`src/rtl/pipe_stage_buf.sv`:
```
// Elastic pipeline-stage buffer: DEPTH-entry FIFO with valid/ready on both sides and synchronous flush.
// Define PIPE_STAGE_STATS_EN to add the stall_cnt / flush_cnt statistics outputs.
module pipe_stage_buf #(
    parameter int WIDTH = 32,
    parameter int DEPTH = 2,
    parameter int CNTW  = $clog2(DEPTH) + 1
) (
    input  logic             CLK,
    input  logic             nRST,
    input  logic             flush,
    input  logic             in_valid,
    output logic             in_ready,
    input  logic [WIDTH-1:0] in_data,
    output logic             out_valid,
    input  logic             out_ready,
    output logic [WIDTH-1:0] out_data,
    output logic [CNTW-1:0]  count
`ifdef PIPE_STAGE_STATS_EN
    ,
    output logic [31:0]      stall_cnt,
    output logic [31:0]      flush_cnt
`endif
);

    localparam int PTRW = $clog2(DEPTH);

    logic [WIDTH-1:0] r_mem [DEPTH];
    logic [PTRW-1:0]  r_wp;
    logic [PTRW-1:0]  r_rp;
    logic [CNTW-1:0]  r_count;

    logic w_full;
    logic w_empty;
    logic w_push;
    logic w_pop;

    // Handshake is derived from registered occupancy only, so in_ready never sees out_ready.
    assign w_full    = (r_count == CNTW'(DEPTH));
    assign w_empty   = (r_count == '0);
    assign in_ready  = !w_full;
    assign out_valid = !w_empty;
    assign w_push    = in_valid && in_ready && !flush;
    assign w_pop     = out_valid && out_ready && !flush;
    assign out_data  = r_mem[r_rp];
    assign count     = r_count;

    always_ff @(posedge CLK or negedge nRST) begin
        if (!nRST) begin
            for (int i = 0; i < DEPTH; i++) begin
                r_mem[i] <= '0;
            end
        end else if (w_push) begin
            r_mem[r_wp] <= in_data;
        end
    end

    always_ff @(posedge CLK or negedge nRST) begin
        if (!nRST) begin
            r_wp    <= '0;
            r_rp    <= '0;
            r_count <= '0;
        end else if (flush) begin
            r_wp    <= '0;
            r_rp    <= '0;
            r_count <= '0;
        end else begin
            if (w_push) begin
                r_wp <= r_wp + PTRW'(1);
            end
            if (w_pop) begin
                r_rp <= r_rp + PTRW'(1);
            end
            unique case ({w_push, w_pop})
                2'b10:   r_count <= r_count + CNTW'(1);
                2'b01:   r_count <= r_count - CNTW'(1);
                default: r_count <= r_count;
            endcase
        end
    end

`ifdef PIPE_STAGE_STATS_EN
    logic [31:0] r_stallCnt;
    logic [31:0] r_flushCnt;
    logic        w_stallEvt;
    logic        w_flushEvt;

    assign w_stallEvt = out_valid && !out_ready;
    assign w_flushEvt = flush && !w_empty;
    assign stall_cnt  = r_stallCnt;
    assign flush_cnt  = r_flushCnt;

    // Statistics survive flush and stick at all-ones instead of wrapping.
    always_ff @(posedge CLK or negedge nRST) begin
        if (!nRST) begin
            r_stallCnt <= '0;
            r_flushCnt <= '0;
        end else begin
            if (w_stallEvt && (r_stallCnt != 32'hFFFF_FFFF)) begin
                r_stallCnt <= r_stallCnt + 32'd1;
            end
            if (w_flushEvt && (r_flushCnt != 32'hFFFF_FFFF)) begin
                r_flushCnt <= r_flushCnt + 32'd1;
            end
        end
    end
`endif

`ifndef SYNTHESIS
    logic [PTRW-1:0] w_ptrDiff;
    assign w_ptrDiff = r_wp - r_rp;

    // When full the pointers coincide, so the modular difference only holds below DEPTH.
    always @(posedge CLK) begin
        if (nRST) begin
            assert (r_count <= CNTW'(DEPTH));
            assert (w_full || (r_count == CNTW'(w_ptrDiff)));
        end
    end
`endif

endmodule
```
`config.mk`:
```
export PLATFORM = sky130hd
export DESIGN_NAME = pipe_stage_buf
export DESIGN_NICKNAME = d
export VERILOG_FILES = /design/src/rtl/pipe_stage_buf.sv
export SDC_FILE = /design/constraint.sdc
export NUM_CORES = 1
export LEC_CHECK = 0
export BUFFER_PORTS_ARGS = -buffer_cell sky130_fd_sc_hd__buf_2
export CORE_MARGIN = 4
export CORE_UTILIZATION = 45
export CTS_BUF_LIST = sky130_fd_sc_hd__clkbuf_8
export CTS_CLUSTER_SIZE = 24
export DETAILED_ROUTE_END_ITERATION = 8
export PLACE_DENSITY = 0.77
export SYNTH_ARGS = -nofsm -noshare
export SYNTH_HDL_FRONTEND = slang
export SYNTH_SLANG_ARGS = --single-unit
```
`constraint.sdc`:
```
create_clock -name CLK -period 1.4 [get_ports CLK]
set_input_delay 0.14 -clock CLK [delete_from_list [all_inputs] [get_ports CLK]]
set_output_delay 0.14 -clock CLK [all_outputs]
set_load 0.02 [all_outputs]
```
==> Yosys cells after proc, flatten, opt, wreduce, memory -nomap -nowiden <==
Cells that the tools add are included.
{ "op_classes": {"add_sub_neg": 4, "order_cmp": 3, "n_eq_ne": 3, "n_mux": 12, "n_bitwise": 2, "n_reduce_logical": 12} }
{ "op_table": {"columns": ["cell", "count"], "rows": [
  ["$mux 32", 4],
  ["$bwmux 64", 1],
  ["$demux 32 s1", 1],
  ["$logic_and 1x1->1", 5],
  ["$eq 2x2->1 const B", 2],
  ["$ge 2x2->1 const B", 2],
  ["$mux 1", 4],
  ["$not 1->2", 2],
  ["$pmux 2 s2", 1],
  ["$reduce_bool 2->1", 2],
  ["$logic_not 1->1", 3],
  ["$reduce_bool 3->1", 1],
  ["$add 1x1->1 const B", 2],
  ["$add 2x1->2 const B", 1],
  ["$eq 2x1->1 const B", 1],
  ["$logic_not 2->1", 1],
  ["$lt 2x1->1 const B", 1],
  ["$mux 2", 1],
  ["$sub 2x1->2 const B", 1]
]} }
{ "totals": {"register_bits": 68, "inputBits": 37, "out_inout_bits": 36, "word_cells": 41} }

==> Logic depth before layout (Yosys ltp) <==
Gate-level depths: netlist of the first run.
{ "depth": {"word_depth": 7, "depth_mapped": 5, "ltp_nobuf": 4} }

==> Worst setup path before layout of the first run <==
No wires, ideal clock.
{ "synth_path": {"path_type": "register to register", "startpoint": "register r_count[1], in the netlist count[1]", "endpoint": "register r_mem[20] (netlist name)", "setup_time_ps": 125, "arrival_ps": 1627, "required_ps": 1275, "slack_ps": -352, "stages_incl_launch_ff": 6, "path_buffers": 1, "period_less_slack_ps": 1752, "cell_sequence": "dfrtp_1 nor2b_2 inv_1 nand4b_2 buf_4 mux2_2"} }
{ "synth_via": {"elab_chain_cells": 4} }
{ "synth_rtl": {"columns": ["item", "line", "rtl"], "rows": [
  ["start, declared", "30", "logic [CNTW-1:0] r_count;"],
  ["start signal, assigned", "74", "2'b10: r_count <= r_count + CNTW'(1);"],
  ["start signal, assigned", "75", "2'b01: r_count <= r_count - CNTW'(1);"],
  ["start signal, assigned", "76", "default: r_count <= r_count;"],
  ["$eq 2x2->1", "38", "assign w_full = (r_count == CNTW'(DEPTH));"],
  ["$logic_not 1->1", "40", "assign in_ready = !w_full;"],
  ["via in_ready", "12", "output logic in_ready,"],
  ["$logic_and 1x1->1 (2 in a row)", "42", "assign w_push = in_valid && in_ready && !flush;"],
  ["end signal, assigned by index", "53", "r_mem[r_wp] <= in_data;"],
  ["end, declared", "27", "logic [WIDTH-1:0] r_mem [DEPTH];"]
]} }
The timed path passes the listed nets, and every way through them passes these cells.
A chain may end at the register's enable or synchronous reset.

==> Final worst setup path of the first run <==
{ "layout_path": {"startpoint": "register r_rp", "endpoint": "output out_data[4]"} }
{ "layout_via": {"elab_chain_cells": 4} }
{ "layout_rtl": {"columns": ["item", "line", "rtl"], "rows": [
  ["start, declared", "29", "logic [PTRW-1:0] r_rp;"],
  ["start signal, assigned", "71", "r_rp <= r_rp + PTRW'(1);"],
  ["$not 1->2 (not written as such)", "44", "assign out_data = r_mem[r_rp];"],
  ["$mux 32 (not written as such) (3 in a row)", "44", null],
  ["end, declared", "16", "output logic [WIDTH-1:0] out_data,"]
]} }
Every way passes these cells. The select of a mux whose other input is x is not followed.

==> impl_results.md, run 1 <==
* Status: finished with violations
* Violated checks: negative setup slack
* Warnings, synthesis at 0
* Sequential element share of the synthesized area at between 50 and 60%
* Combinational Power Share at approximately 33%
* Residual DRC count at 0
* Number of maximum-capacitance violations at 0
* Post-synthesis compound-gate area fraction at roughly 1.5%
* Worst-case clock skew at 0.00863 ns
* Worst-case setup slack after placement at -0.0982 ns
* Number of buffers added on ports at 72
* Global routing usage summed across all routing layers at ~17%
* Source-to-sink clock delay at the later pin of the worst-skew pair at approximately 0.33 ns
* Crit end category: primary output
* Arr. time, crit path at between 1 and 1.5 ns
* Congestion Overflow GR at 0
* Largest family of logic cells by synthesized area: multiplexers
* R2r startpoint: count[1]
* Number of endpoints with negative hold slack in the final report at 0
* Horizontal die dimension at between 80 and 90 um
* Commonest cells in the synthesized netlist: mux2_2, dfrtp_1, mux2_1
* Launching element type of the critical path: flip-flop
* Number of antenna-violating nets in the routed design at 0
* VDD IR max at slightly below 0.001 V
* Worst Setup Path Type: flip-flop to primary output
* Synth Area in Adders at 0%
* Capture point of the critical path: out_data[4]
* Number of nets in the synthesized netlist at 232
* Post-synthesis share of cell area spent on xor and xnor gates at less than 1%
* Post-Synth Simple-Gate Area at around 2.7%
* Root buffer cell: clkbuf_8
* Achievable clock frequency at 632 MHz
* Worst-margin pin slew at about 0.38 ns
* Post-synthesis cell area at about 0.003 mm2
* Main synth FF type: dfrtp_1
* Fraction of registers with async set/reset at 100%
* Post-DP HPWL at 3890 um
* Per-cell via count in the routed design at about 5.2
* Total via count after detailed routing at between 1.5k and 2k
* Post-synthesis sequential element count at 68
* Leading cell type by number of instances after synthesis: mux2_2
* Fin crit share at 113%
* Initial core utilization at between 40% and 50%
* Min-Delay Path Class: input port to flip-flop
* Die height at ~90 um
* Global-route wire length before repair at 11100 um
* Worst reg2reg path endpoint: r_mem[63]
* Worst r2r path cells at 6
* Fraction of power consumed by sequential logic at roughly 43%
* Flop-to-flop setup slack at -0.12 ns
* Relative contribution of the clock network to total power at a little under a quarter
* Routed wirelength normalized by instance count at 18.5 um
* Number of H-tree levels at 3
* Area growth from synthesis to final layout at 44.7%
* Cells taking the most area after synthesis: dfrtp_1, mux2_2, mux2_1, buf_6, buf_4
* Shortest clock period the worst path allows after layout at 1.58 ns
* Maximum count of clock buffers along a single path at 2
* Fraction of synthesized cell area taken by the top area cell type at 56.6%
* Minimum hold slack at between 0.04 and 0.05 ns
* First-pass iteration count of the detailed router at 4
* Net switching share of the total power at 29.8%
* RD Place Congestion at ~0.7
* Number of enable flip-flop cells after synthesis at 0
* Antenna diode instance count at 0
* Multiplexer area fraction after synthesis at between 30% and 40%
* Number of global-route vias before repair at around 2.2k
* Largest area contributor in the synthesized netlist: dfrtp_1
* Cell count after synthesis at 195
* Areal power density over the cells at ~1400 mW/mm2
* Final worst setup slack at -0.181 ns
* Distinct cell type count of the synthesized netlist at 22
* Worst Path Required at between 1 and 1.5 ns
* Internal portion of total power at 4360 uW
* Startpoint of the most critical setup path: r_rp
* Leakage power figure at roughly 0.0022 uW
* Antenna violations before repair at 0
* CTS buffer count at 9
* Synth Area per Inst at ~15 um2
* Register clock-pin slew on the reported worst setup and hold paths at approximately 0.08 ns
* Worst rel slew slack at 74.9%
* Core outline area at roughly 0.0064 mm2
* Clock sink count at 68
* Setup violation total in the final timing report at 94
* Final-report max-slew violation count at 0
* Net Sw Power at about 1900 uW
* Max Fanout on Critical Path at 14
* Pin count of the biggest net entering global routing at 69
* Number of top-level pins at 73
* RSZ-0062 raised after global routing: yes
* Number of nets in the finished design at 336
* Layout cell share with drive strength beyond 1 at between 70% and 80%
* Iteration-0 DRC count of the detailed router at 53
* Placement row count at 29
* Clock tree from TritonCTS: built
* Die area at between 0.008 and 0.009 mm2
* Detailed Route WL at 7040 um
==> kinds of logic (layout without fill, tap and decap cells) <==
group                  count (synthesis)  after routing
AO/OA/AOI/OAI                          8              8
XOR/XNOR                               1              1
buffers and inverters                 12            121
flip-flops                            68             68
multiplexers                          97             97
AND/OR/NAND/NOR                        9              9
==> power groups by stage <==
stage	registers, uW	logic (uW)	clock network [uW]
final	2700	2070	1450
after global placement	2660	1530	0
after detailed placement	2690	1570	0
after floorplan	2620	1130	0
after global routing	2760	2200	1600
after CTS	2670	1840	1480
==> timing repair <==
action / in CTS / in global routing
endpoints found under the hold margin: 68 / 0
buffers inserted: 9 / 4
hold buffers: 1 / 0
resized for setup: 58 / 53
pin swaps: 1 / 1
endpoints found under the setup margin: 98 / 98
gates cloned: 6 / 1
==> layout make-up <==
type	instances	area [um2]
Clock inverter	6	40.0
Timing Repair Buffer	103	863
Tap cell	77	96.3
Inverter	2	7.51
Sequential cell	68	1710
Multi-Input combinational cell	115	1500
Fill cell	462	2070
Clock buffer	10	138
==> registers in the layout, indices dropped and copies added (netlist names) <==
signal,flops
count,2
r_mem,64
r_rp,1
r_wp,1
==> stage by stage <==
stage / power (uW) / std cells / area (um2) / utilization [%] / setup TNS, ns
2_1_floorplan: 3750 / 195 / 3040 / - / -7.43
3_3_place_gp: 4200 / 348 / 3580 / 55.7 / -1.44
3_5_place_dp: 4260 / 348 / 3580 / 55.7 / -2.55
4_1_cts: 5990 / 380 / 4170 / 65.0 / -10.17
5_1_grt: 6550 / 381 / 4350 / 67.8 / -14.89
6_report: 6210 / 381 / 4350 / 67.8 / -10.53
==> critical path, cell delays in order (launching register included) <==
cell and delay, ns:
dfrtp_2 0.43, buf_12 0.17, mux2_2 0.34, buf_2 0.16
==> worst min-delay path by stage <==
stage | depth (start not counted) | start | endpoint
after detailed placement | 2 | nRST | r_mem[30]
after floorplan | 0 | nRST | count[0]
final | 2 | in_data[18] | r_mem[50]
after global placement | 2 | nRST | r_mem[30]
after global routing | 2 | in_data[21] | r_mem[53]
after CTS | 2 | in_data[21] | r_mem[53]
==> metal layers <==
| layer | global-route usage [%] | up-vias | wire (um) | share of wire [%] |
|---|---|---|---|---|
| met5 | 0 | - | 0 | 0 |
| met4 | 6.13 | 0 | 55 | 0.78 |
| met1 | 22.2 | 1024 | 3060 | 43 |
| li1 | - | 908 | - | - |
| met2 | 27.7 | 51 | 3580 | 51 |
| met3 | 4.59 | 5 | 348 | 4.9 |
==> layout by cell type, fill, tap and decap left out, types with 3 or more instances in the layout <==
cell type  instances
mux2_4            68
dfrtp_1           65
buf_2             62
mux2_2            28
buf_4             14
clkbuf_8          10
buf_6             10
buf_12            10
a21oi_1            3
clkinv_2           3
buf_8              3
dfrtp_2            3
Note: power is estimated with default switching activity, not from simulation.
==> run 2: changes to the inputs <==
==> constraint.sdc (replaced) <==
create_clock -name CLK -period 1.3 [get_ports CLK]
set_input_delay 0.13 -clock CLK [delete_from_list [all_inputs] [get_ports CLK]]
set_output_delay 0.13 -clock CLK [all_outputs]
set_load 0.02 [all_outputs]
==> run 2 against run 1 <==
The flow still finishes with violations (negative setup slack). Wire length shrank 0.75%. Non-clock buffer count shrank 1. Total power grew 8.0%. Hold slack lost 0.011 ns. Clock-buffer cell count is the same. Sequential power grew 7.8%. Clock skew grew 0.0011 ns. Setup slack lost 0.11 ns. Sequential cell count is the same. Combinational power grew 9%. Register-to-register slack lost 0.10 ns. Final area grew 0.26%. Critical endpoint is now out_data[26]. Highest routed layer unchanged.
==> impl_results.md, run 2 (synthesis results as in run 1) <==
* Number of maximum-capacitance violations at 0 (unchanged)
* Post-Route Utilization at 68.0% (was 67.8%)
* Achievable clock frequency at approximately 630 MHz
* Horizontal die dimension at 89.8 um (unchanged)
* Areal power density over the cells at 1540 mW/mm2 (was 1430 mW/mm2)
* Leakage power figure at 0.00218 uW (about the same)
* Number of antenna-violating nets in the routed design at 0 (unchanged)
* RSZ-0062 raised after global routing: yes (unchanged)
* Endpoint of the worst hold-timing path: r_mem[50] (unchanged)
* Number of flip-flops under the largest register name at 64 (unchanged)
* Number of nets in the finished design at 335 (was 336)
* Die area at 0.00806 mm2 (unchanged)
* Post-DP HPWL at 3890 um (unchanged)
* Layout cell share with drive strength beyond 1 at 74.3% (was 74.0%)
* Placement row count at 29 (unchanged)
* Layout filler cell count at 469 (was 462)
* Launching element type of the critical path: flip-flop (unchanged)
* Post-Route Setup TNS at -18.99 ns (was -10.53 ns)
* Min-Delay Path Class: input port to flip-flop (unchanged)
* Cell area reported after detailed placement at 0.00358 mm2 (unchanged)
* Register clock-pin slew on the reported worst setup and hold paths at 0.08 ns (about the same)
* Maximum count of clock buffers along a single path at 2 (unchanged)
* Total Power at 6710 uW (was 6210 uW)
* Worst Path Required at 1.17 ns (was 1.26 ns)
* Worst-margin pin slew at 0.369 ns (was 0.376 ns)
* Final worst setup slack at -0.287 ns (was -0.181 ns)
* Max Fanout on Critical Path at 13 (was 14)
* Fin crit share at 122%
* Per-cell via count in the routed design at 5.21 (was 5.22)
* Area growth from synthesis to final layout at 45.1% (was 44.7%)
* Routed wirelength normalized by instance count at 18.4 um (was 18.5 um)
* Global routing usage summed across all routing layers at 17.3% (was 17.1%)
* Register with the most flip-flops: r_mem (unchanged)
* Most common cell after layout, fill and taps aside: mux2_4 (unchanged)
* Clock tree from TritonCTS: built (unchanged)
* Root buffer cell: clkbuf_8 (unchanged)
* Hold Path Depth at 2 (unchanged)
* Detailed Route WL at 6990 um (was 7040 um)
* Number of buffers added on ports at 72 (unchanged)
* Flop-to-flop setup slack at -0.22 ns (was -0.12 ns)
* Core outline area at 0.00642 mm2 (unchanged)
* Number of global-route vias before repair at 2234 (was 2157)
* Worst reg2reg path endpoint: r_mem[58] (was r_mem[63])
* Shortest clock period the worst path allows after layout at around 1.6 ns
* Antenna violations before repair at 0 (unchanged)
* Number of H-tree levels at 3 (unchanged)
* Die height at 89.8 um (unchanged)
* Source-to-sink clock delay at the later pin of the worst-skew pair at 0.34 ns (was 0.33 ns)
* Clock sink count at 68 (unchanged)
* Worst rel slew slack at 75.4% (was 74.9%)
* Number of endpoints with negative hold slack in the final report at 0 (unchanged)
* Minimum hold slack at 0.0372 ns (was 0.0478 ns)
* Worst-case clock skew at 0.00969 ns (was 0.00863 ns)
* Total via count after detailed routing at 1980 (was 1988)
* First-pass iteration count of the detailed router at 4 (unchanged)
* Worst Setup Path Type: flip-flop to primary output (unchanged)
* Status: finished with violations (unchanged)
* VDD IR max at 0.00103 V (was 0.000961 V)
* Initial core utilization at 46.8% (unchanged)
* Residual DRC count at 0 (unchanged)
* Antenna diode instance count at 0 (unchanged)
* Commonest cells after routing, fill and taps aside: mux2_4, dfrtp_1, buf_2, mux2_2, buf_6 (was mux2_4, dfrtp_1, buf_2, mux2_2, buf_4)
* Post-Layout Inst Area at 0.00436 mm2 (was 0.00435 mm2)
* Congestion Overflow GR at 0 (unchanged)
* Violated checks: negative setup slack (unchanged)
* CTS buffer count at 9 (unchanged)
* Crit end category: primary output (unchanged)
* Global-route wire length before repair at 11200 um (was 11100 um)
* R2r startpoint: count[1] (unchanged)
* Final-report max-slew violation count at 0 (unchanged)
* RD Place Congestion at 0.697 (unchanged)
* Arr. time, crit path at 1.46 ns (was 1.44 ns)
* Iteration-0 DRC count of the detailed router at 50 (was 53)
* Setup violation total in the final timing report at 99 (was 94)
* Worst r2r path cells at 6 (unchanged)
* Number of top-level pins at 73 (unchanged)
* Pin count of the biggest net entering global routing at 69 (unchanged)
* Min-Delay Startpoint: in_data[18] (unchanged)
run 2: changes by cell type in the layout (fill, tap and decap cells not counted):
cell and change:
buf_4 -5, buf_6 +5, buf_8 +2, mux2_2 -2
mux2_4 +2, buf_12 -1, buf_2 -1, clkbuf_16 -1
or3_1 -1, or3_4 +1
run 2: repair_timing:
item | 4_1_cts | 5_1_grt
hold buffers | 1 | 0
gates cloned | 7 | 0
endpoints found under the setup margin | 98 | 100
endpoints found under the hold margin | 68 | 0
buffers inserted | 9 | 9
gates resized for setup | 70 | 61
pin swaps | 1 | 3
run 2: final cells by class:
class | instances | area, um2 | area share, %
clock buffer | 10 | 138 | 3.15
clock inverter | 6 | 40.0 | 0.917
inverter | 2 | 7.51 | 0.172
multi-input combinational | 115 | 1520 | 34.7
sequential | 68 | 1710 | 39.1
tap | 77 | 96.3 | 2.21
timing repair buffer | 102 | 862 | 19.8
run 2: worst max-delay path, cell delays in order (launching register included):
cell and delay (ns):
dfrtp_2 0.44, buf_12 0.17, mux2_2 0.35, buf_2 0.17
run 2: per-layer routing:
layer / vias up / global-route usage [%] / routed length [um] / part of all wire [%]
li1: 907 / - / - / -
met1: 1017 / 22.4 / 3080 / 44
met2: 51 / 28.1 / 3520 / 50
met3: 5 / 4.59 / 335 / 4.8
met4: 0 / 6.13 / 55 / 0.79
met5: - / 0 / 0 / 0
run 2: how the worst max path moves through the flow:
stage	startpoint	slack [ns]	cells after the start	to
2_1_floorplan	count[1]	-0.25	4	r_mem[43]
3_3_place_gp	count[1]	-0.16	4	r_mem[50]
3_5_place_dp	count[1]	-0.20	4	r_mem[56]
4_1_cts	r_rp	-0.30	3	out_data[15]
5_1_grt	r_rp	-0.34	3	out_data[26]
6_report	r_rp	-0.29	3	out_data[26]
run 2: power by group:
group | total [uW] | switching, uW | leakage (uW) | internal (uW)
clock network | 1550 | 812 | 0.0000920 | 740
registers | 2910 | 284 | 0.000811 | 2620
logic | 2250 | 896 | 0.00128 | 1350
run 2: per-stage QoR:
| stage | worst slack, ns | cells |
|---|---|---|
| 2_1_floorplan | -0.248 | 195 |
| 3_3_place_gp | -0.162 | 348 |
| 3_5_place_dp | -0.198 | 348 |
| 6_report | -0.287 | 380 |
| 4_1_cts | -0.296 | 381 |
| 5_1_grt | -0.337 | 380 |
==> run 3: changes to the inputs <==
--- a/config.mk
+++ b/config.mk
@@ -11,7 +11,8 @@
 export CTS_BUF_LIST = sky130_fd_sc_hd__clkbuf_8
 export CTS_CLUSTER_SIZE = 24
 export DETAILED_ROUTE_END_ITERATION = 8
-export PLACE_DENSITY = 0.77
+export PLACE_DENSITY = 0.72
+export SLEW_MARGIN = 30
 export SYNTH_ARGS = -nofsm -noshare
 export SYNTH_HDL_FRONTEND = slang
 export SYNTH_SLANG_ARGS = --single-unit
==> run 3 against run 2 <==
Sequential cell count is the same. Final area grew 2.2%. The flow still finishes with violations (negative setup slack). Global-route usage grew 1.1 points. Register-to-register slack lost 0.02 ns. Clock skew shrank 0.0020 ns. Die area is the same. Sequential power is essentially flat. Cell count grew 0.53%. Hold slack lost 0.0019 ns. First-iteration DRC count shrank 16%. Combinational power grew 5%. Critical endpoint is now out_data[10]. Wire length grew 1.6%.
==> impl_results.md, run 3 (synthesis results as in run 1) <==
* Number of flip-flops under the largest register name at 64 (unchanged)
* Worst rel slew slack at 75.5% (was 75.4%)
* Worst Setup Path Type: flip-flop to primary output (unchanged)
* Maximum count of clock buffers along a single path at 2 (unchanged)
* Worst-margin pin slew at 0.368 ns (was 0.369 ns)
* Per-cell via count in the routed design at 5.15 (was 5.21)
* Detailed Route WL at 7100 um (was 6990 um)
* Total Power at 7160 uW (was 6710 uW)
* Antenna violations before repair at 0 (unchanged)
* Core outline area at 0.00642 mm2 (unchanged)
* Post-Layout Inst Area at 0.00446 mm2 (was 0.00436 mm2)
* Placement row count at 29 (unchanged)
* Register clock-pin slew on the reported worst setup and hold paths at 0.07 ns (was 0.08 ns)
* Commonest cells after routing, fill and taps aside: mux2_4, dfrtp_1, buf_2, buf_6, mux2_2 (was mux2_4, dfrtp_1, buf_2, mux2_2, buf_6)
* Number of H-tree levels at 3 (unchanged)
* Final worst setup slack at -0.304 ns (was -0.287 ns)
* Area growth from synthesis to final layout at 48.3% (was 45.1%)
* RD Place Congestion at 0.697 (about the same)
* Number of endpoints with negative hold slack in the final report at 0 (unchanged)
* Clock sink count at 68 (unchanged)
* Layout cell share with drive strength beyond 1 at 74.1% (was 74.3%)
* Global routing usage summed across all routing layers at 18.4% (was 17.3%)
* Worst path bufs/invs at 3 (was 2)
* Number of antenna-violating nets in the routed design at 0 (unchanged)
* RSZ-0062 raised after global routing: yes (unchanged)
* Cell area reported after detailed placement at 0.00358 mm2 (unchanged)
* Area of the multi-input gates at 0.00151 mm2 (was 0.00152 mm2)
* Worst-case setup slack after placement at -0.212 ns (was -0.198 ns)
* Fin crit share at 123% (was 122%)
* Min-Delay Path Class: input port to flip-flop (unchanged)
* Leakage power figure at 0.00222 uW (was 0.00218 uW)
* Global-route wire length before repair at 11700 um (was 11200 um)
* Max Fanout on Critical Path at 11 (was 13)
* Areal power density over the cells at 1610 mW/mm2 (was 1540 mW/mm2)
* Worst Path Required at 1.17 ns (about the same)
* Root buffer cell: clkbuf_8 (unchanged)
* Arr. time, crit path at 1.47 ns (was 1.46 ns)
* Worst-case clock skew at 0.00765 ns (was 0.00969 ns)
* Congestion Overflow GR at 0 (unchanged)
* Crit end category: primary output (unchanged)
* Most common cell after layout, fill and taps aside: mux2_4 (unchanged)
* Number of top-level pins at 73 (unchanged)
* Clock tree from TritonCTS: built (unchanged)
* Post-DP HPWL at 4000 um (was 3890 um)
* Register with the most flip-flops: r_mem (unchanged)
* Routed wirelength normalized by instance count at 18.6 um (was 18.4 um)
* Achievable clock frequency at 624 MHz (was 630 MHz)
* Antenna diode instance count at 0 (unchanged)
* Layout filler cell count at 448 (was 469)
* VDD IR max at 0.00109 V (was 0.00103 V)
* Horizontal die dimension at 89.8 um (unchanged)
* Cell Chain, Critical Path: buf_4 -> buf_12 -> mux2_4 -> buf_6 (was buf_12 -> mux2_2 -> buf_2)
* First-pass iteration count of the detailed router at 4 (unchanged)
* Violated checks: negative setup slack (unchanged)
* Number of global-route vias before repair at 2293 (was 2234)
* Launching element type of the critical path: flip-flop (unchanged)
* Cell family with most CP delay: buffers and inverters (was flip-flops)
* Iteration-0 DRC count of the detailed router at 42 (was 50)
* Residual DRC count at 0 (unchanged)
* Footprint of the flip-flops and latches at 0.00171 mm2 (unchanged)
* Status: finished with violations (unchanged)
* Highest-delay cell along the critical path: dfrtp_2 (unchanged)
* Peak per-stage delay on the critical path at 0.41 ns (was 0.44 ns)
* Source-to-sink clock delay at the later pin of the worst-skew pair at 0.33 ns (was 0.34 ns)
* Final-report max-slew violation count at 0 (unchanged)
* Die area at 0.00806 mm2 (unchanged)
* Number of maximum-capacitance violations at 0 (unchanged)
* Die height at 89.8 um (unchanged)
* CTS buffer count at 9 (unchanged)
* Pin count of the biggest net entering global routing at 69 (unchanged)
* Shortest clock period the worst path allows after layout at 1.60 ns (was 1.59 ns)
* Initial core utilization at 46.8% (unchanged)
* Number of buffers added on ports at 72 (unchanged)
* Number of nets in the finished design at 337 (was 335)
* Total via count after detailed routing at 1969 (was 1980)
* Setup violation total in the final timing report at 99 (unchanged)
==> run 3: routing by layer <==
layer | wire [um] | part of all wire, % | GRT usage, % | vias up
met4 | 118 | 1.7 | 8.17 | 0
met5 | 0 | 0 | 0 | -
met2 | 3450 | 49 | 30.5 | 55
li1 | - | - | - | 905
met1 | 3200 | 45 | 23.2 | 999
met3 | 335 | 4.7 | 3.84 | 10
==> run 3: final timing paths <==
kind	start	endpoint	cells after the start	slack, ns
max	r_rp	out_data[10]	4	-0.30
min	in_data[13]	r_mem[45]	2	0.04
max reg2reg	count[1]	r_mem[6]	6	-0.24
min reg2reg	r_mem[22]	r_mem[22]	1	0.51
max in group asynchronous	nRST	r_rp	3	0.64
min in group asynchronous	nRST	r_mem[61]	3	0.34
==> run 3: repair_timing <==
action | CTS | global route
resized for setup | 103 | 49
setup buffers | 14 | 5
hold buffers | 1 | 0
endpoints found under the setup margin | 98 | 103
endpoints found under the hold margin | 68 | 0
cloned | 7 | 0
pin swaps | 1 | 3
==> run 3: cell type report <==
cell class | instances | area share, %
tap | 77 | 2.16
multi-input combinational | 115 | 33.9
sequential | 68 | 38.2
timing repair buffer | 104 | 20.6
clock inverter | 6 | 1.80
inverter | 2 | 0.168
clock buffer | 10 | 3.09
==> run 3: worst register-to-register path: stages (launching register included) <==
cell and delay (ns):
dfrtp_2 0.42, nor2b_4 0.15, inv_2 0.07, nand4b_4 0.18, buf_12 0.20, buf_12 0.13, mux2_4 0.30
==> run 3: report_power, final <==
group | switching [uW] | internal [uW]
registers | 279 | 2620
clock network | 780 | 1120
logic | 921 | 1440
total | 1980 | 5180
==> run 3: through the flow <==
stage          hold slack [ns]  setup TNS [ns]  std cells  utilization, %
2_1_floorplan           -0.166          -13.76        195               -
3_3_place_gp             0.182           -6.96        348            55.7
3_5_place_dp             0.180           -9.23        348            55.7
4_1_cts                 0.0164          -21.65        386            69.1
5_1_grt                 0.0202          -24.36        382            69.5
6_report                0.0353          -19.36        382            69.5
